==> src/rtl/mux_arb_nto1.sv <==
// mux_arb_nto1: N-to-1 channel multiplexer with a single registered output beat.
// The channel is chosen either by an explicit select (MODE=0) or by round-robin
// arbitration over the valid channels (MODE=1). o_ready is combinational, and the
// output register gives a one-cycle latency with full throughput.
module mux_arb_nto1 #(
    parameter int  WIDTH = 32,
    parameter int  NCH   = 4,
    parameter int  MODE  = 0,
    localparam int SW    = $clog2(NCH)
) (
    input  logic                   i_clk,
    input  logic                   i_reset,
    input  logic [NCH*WIDTH-1:0]   i_data,
    input  logic [NCH-1:0]         i_valid,
    output logic [NCH-1:0]         o_ready,
    input  logic [SW-1:0]          i_sel,
    output logic [WIDTH-1:0]       o_data,
    output logic                   o_valid,
    input  logic                   i_ready,
    output logic [SW-1:0]          o_grant
);

    logic [WIDTH-1:0] ch_data [NCH];

    logic [WIDTH-1:0] data_reg;
    logic             valid_reg;
    logic [SW-1:0]    grant_reg;
    logic [SW-1:0]    rr_ptr_reg;
    logic [SW-1:0]    rr_ptr_next;

    logic             can_load;
    logic [SW:0]      rr_sum;
    logic [SW-1:0]    rr_idx;
    logic             rr_found;
    logic [SW-1:0]    pick_idx;
    logic             pick_found;
    logic             accept;

    // The output register can take a new beat when it is empty or being drained.
    assign can_load = ~valid_reg | i_ready;

    // Per-channel data slices and one-hot ready; ready is forced low during reset.
    genvar gi;
    generate
        for (gi = 0; gi < NCH; gi++) begin : g_ch
            assign ch_data[gi] = i_data[gi*WIDTH +: WIDTH];
            assign o_ready[gi] = i_reset & can_load & pick_found & (pick_idx == SW'(gi));
        end
    endgenerate

    // Round-robin search: scan offsets from the highest down so the nearest
    // valid channel at or after rr_ptr is the one left in rr_idx.
    always_comb begin
        rr_found = 1'b0;
        rr_idx   = '0;
        rr_sum   = '0;
        for (int off = NCH - 1; off >= 0; off--) begin
            rr_sum = {1'b0, rr_ptr_reg} + (SW+1)'(off);
            if (rr_sum >= (SW+1)'(NCH)) begin
                rr_sum = rr_sum - (SW+1)'(NCH);
            end
            if (i_valid[rr_sum[SW-1:0]]) begin
                rr_found = 1'b1;
                rr_idx   = rr_sum[SW-1:0];
            end
        end
    end

    // Candidate channel: explicit select (rejected when out of range) or arbiter pick.
    always_comb begin
        if (MODE == 0) begin
            pick_idx   = i_sel;
            pick_found = ({1'b0, i_sel} < (SW+1)'(NCH));
        end else begin
            pick_idx   = rr_idx;
            pick_found = rr_found;
        end
    end

    assign accept      = |(i_valid & o_ready);
    assign rr_ptr_next = (pick_idx == SW'(NCH - 1)) ? '0 : pick_idx + 1'b1;

    // Output beat register: load on acceptance, otherwise drop valid once drained.
    always_ff @(posedge i_clk or negedge i_reset) begin
        if (!i_reset) begin
            data_reg  <= '0;
            valid_reg <= 1'b0;
            grant_reg <= '0;
        end else if (accept) begin
            data_reg  <= ch_data[pick_idx];
            grant_reg <= pick_idx;
            valid_reg <= 1'b1;
        end else if (i_ready) begin
            valid_reg <= 1'b0;
        end
    end

    // Round-robin pointer moves past the channel just served.
    always_ff @(posedge i_clk or negedge i_reset) begin
        if (!i_reset) begin
            rr_ptr_reg <= '0;
        end else if (MODE == 1 && accept) begin
            rr_ptr_reg <= rr_ptr_next;
        end
    end

    assign o_data  = data_reg;
    assign o_valid = valid_reg;
    assign o_grant = grant_reg;

endmodule

==> config.mk <==
export PLATFORM = sky130hd
export DESIGN_NAME = mux_arb_nto1
export DESIGN_NICKNAME = d
export VERILOG_FILES = /design/src/rtl/mux_arb_nto1.sv
export SDC_FILE = /design/constraint.sdc
export NUM_CORES = 1
export LEC_CHECK = 0
export ABC_AREA = 1
export BUFFER_PORTS_ARGS = -buffer_cell sky130_fd_sc_hd__buf_2
export CAP_MARGIN = 0
export CORE_UTILIZATION = 36
export CTS_BUF_LIST = sky130_fd_sc_hd__clkbuf_16
export DETAILED_ROUTE_END_ITERATION = 6
export PLACE_DENSITY_LB_ADDON = 0.05
export SYNTH_ARGS = -nofsm -noshare
export SYNTH_HDL_FRONTEND = slang
export SYNTH_SLANG_ARGS = --single-unit
==> constraint.sdc <==
create_clock -name i_clk -period 1.2 [get_ports i_clk]
set_input_delay 0.24 -clock i_clk [delete_from_list [all_inputs] [get_ports i_clk]]
set_output_delay 0.24 -clock i_clk [all_outputs]
set_load 0.05 [all_outputs]
==> metrics.csv <==
stage;metric;value;unit
status;status;finished with violations;
status;failing checks;negative setup slack;
global_routing;pin count of the biggest net entering global routing;32;
cells_and_area;NumNets Final;675;
yosys;dominant cell type by area after synthesis;dfrtp_1;
clocking;Reg clk slew, reported paths;0.05;ns
yosys;syn nets;479;
die;Ports;176;
global_routing;met3 GRT Util;5.455;%
timing;Final WS setup;-0.2963;ns
global_routing;met1 global-route usage;29.86;%
flow_run;max cap viols;0;
placement;post-DP HPWL;5744;µm
placement;Port Buffer Count;175;
global_routing;gr usage total;24.52;%
power;power per cell area;1439;mW/mm²
timing;skew final;0.002149;ns
timing;Peak Freq;668.3;MHz
yosys;synthesized area per cell;6.424;µm²
global_routing;first-pass GRT wire length;12050;µm
global_routing;vias in the first global route;2531;
yosys;Synth cell types;18;
critical_path;CP max FO;4;
global_routing;GR peak layer;met2;
route;post-DR wirelength/cell;12.87;µm
global_routing;GR Util met2;43.59;%
min_path;hold crit path type;in -> async;
critical_path;CP top delay family;flip-flops;
route;Vias/cell;4.811;
die;die width;80.12;µm
critical_path;WS Path Type;reg -> out;
cells_and_area;antenna cells;0;
clocking;Longest Clk Path Bufs;2;
timing;Final min period;1.496;ns
power;peak supply drop;0.6504;mV
yosys;largest cells by area after synthesis;dfrtp_1, nand2_1, nand4_1;
yosys;top cell type's share of synthesized area;39.86;%
cells_and_area;Synth-to-Final Area Change;68.34;%
critical_path;Critical Path RT;0.96;ns
cells_and_area;layout cells sized above 1;43.23;%
yosys;Mapped Cells;342;
critical_path;CP Buf/Inv Count;2;
clocking;# clock sinks;35;
timing;final setup fails;40;
timing;Worst-Margin Slew;0.2778;ns
route;routed via count;2954;
timing;Final period util;124.7;%
route;final wirelength;7904;µm
global_routing;initial antenna violation count;0;
power;Leak;2.082;nW
timing;WHS;0.07203;ns
global_routing;GRT overflow;0;
yosys;Synth Register Bits;35;
critical_path;Worst path slowest cell;dfrtp_2;
clocking;root buffer cell;clkbuf_16;
timing;Hold Vio Cnt, Final;0;
die;Initial Utilization;37.11;%
route;antenna viol nets, final;0;
die;full die area;0.006419;mm²
route;DRT Pass-1 Iters;4;
critical_path;Worst Setup End Kind;output port;
timing;Slew HR;81.61;%
timing;RSZ-0062 raised after global routing;yes;
clocking;htree depth;2;
die;area of the core;0.005921;mm²
yosys;Post-Syn Area;0.002197;mm²
yosys;Ys Warns;0;
critical_path;Critical Path Start Type;flip-flop;
route;DR iter-0 viols;80;
clocking;CTS tree;done;
timing;Setup TNS;-7.296;ns
clocking;CTS buffer count;5;
critical_path;crit path cell chain;a21oi_4 -> inv_4 -> nor3_4 -> buf_6;
clocking;worst skew pair latency;0.27;ns
critical_path;CP max stage delay;0.42;ns
die;row cnt;28;
die;Die Y;80.12;µm
placement;GPL Wtd Cong;0.7548;
timing;max-slew violation count;0;
critical_path;Critical Path AT;1.26;ns
yosys;Seq/Total Area, Yosys;39.86;%
route;DRC viols;0;
cell families (layout without fill, tap and decap cells):
kind of cell	after synthesis	in the layout	share of synthesized area, %
simple gates	245	245	46.70
flops	35	35	39.86
compound gates	34	34	7.744
buf+inv	28	225	5.694
path summary, 6_finish.rpt:
check                                    endpoint  cells past startpoint  slack [ns]                   start
max                                    o_ready[2]                      4       -0.30     o_valid$_DFFE_PN0P_
min in group i_clk          o_data[1]$_DFFE_PN0P_                      5        0.27              i_data[33]
max reg2reg                o_data[15]$_DFFE_PN0P_                      8       -0.21     o_valid$_DFFE_PN0P_
max in group asynchronous  o_data[24]$_DFFE_PN0P_                      3        0.55                 i_reset
min                        o_grant[0]$_DFFE_PN0P_                      3        0.07                 i_reset
min reg2reg                o_data[23]$_DFFE_PN0P_                      2        0.46  o_data[23]$_DFFE_PN0P_
worst min-delay path, delay by kind of cell:
family	cells	cell delay (ns)
buffers and inverters	3	0.48
placed cells by master (no fill, tap or decap), drive strengths merged:
master | Yosys | final
dlygate4sd3 | 0 | 2
nand4 | 34 | 34
nand2 | 201 | 201
nand3 | 2 | 2
nor3 | 3 | 3
nor2 | 5 | 5
buf | 12 | 206
clkinv | 0 | 1
inv | 7 | 9
o21ai | 33 | 33
dfrtp | 35 | 35
clkbuf | 9 | 7
a21oi | 1 | 1
where the power goes:
group	switching [mW]	internal (mW)	total [mW]
registers	0.154	1.48	1.63
clock network	0.447	0.748	1.20
logic	1.76	0.729	2.49
cells in the mapped netlist (all sizes together):
cell type,count
clkbuf,9
a21oi,1
o21ai,33
nor2,5
nor3,3
inv,7
buf,12
nand3,2
nand2,201
dfrtp,35
nand4,34
flip-flops by register name, summed over array words and instances (netlist names):
register,flops
o_data,32
o_grant,2
o_valid,1
through the flow:
stage | std cells | worst slack [ns] | utilization, % | power, mW | cell area [µm²]
final | 614 | -0.2963 | 62.47 | 5.321 | 3699
after global routing | 614 | -0.3201 | 62.47 | 5.604 | 3699
after CTS | 611 | -0.3178 | 61.39 | 5.344 | 3635
after detailed placement | 597 | -0.1890 | 56.83 | 4.040 | 3364
after global placement | 597 | -0.1505 | 56.83 | 4.019 | 3364
after floorplan | 342 | -0.3271 | - | 3.244 | 2260
layer usage:
metal  share of wire (%)  up-vias  routed length, µm
met5                   0        -                  0
met2                  49      120               3904
li1                    -     1505                  -
met1                  42     1318               3351
met3                 6.9       11                545
met4                 1.3        0                103
final cells by class:
| type | instances | area [µm²] |
|---|---|---|
| inverters | 7 | 28.78 |
| multi-input cells | 279 | 1271 |
| repair buffers | 210 | 1290 |
| flip-flops and latches | 35 | 877.1 |
| well taps | 75 | 93.84 |
| clock inverters | 3 | 12.51 |
| fillers | 577 | 2222 |
| clock buffers | 5 | 125.1 |
timing repair:
action | 4_1_cts | 5_1_grt
cloned | 1 | 2
hold endpoints to repair | 16 | 0
setup buffers | 3 | 1
endpoints found under the setup margin | 38 | 40
hold buffers | 2 | 0
gates resized for setup | 19 | 16
pin swaps | 4 | 4
Power figures use the tool's default switching activity.
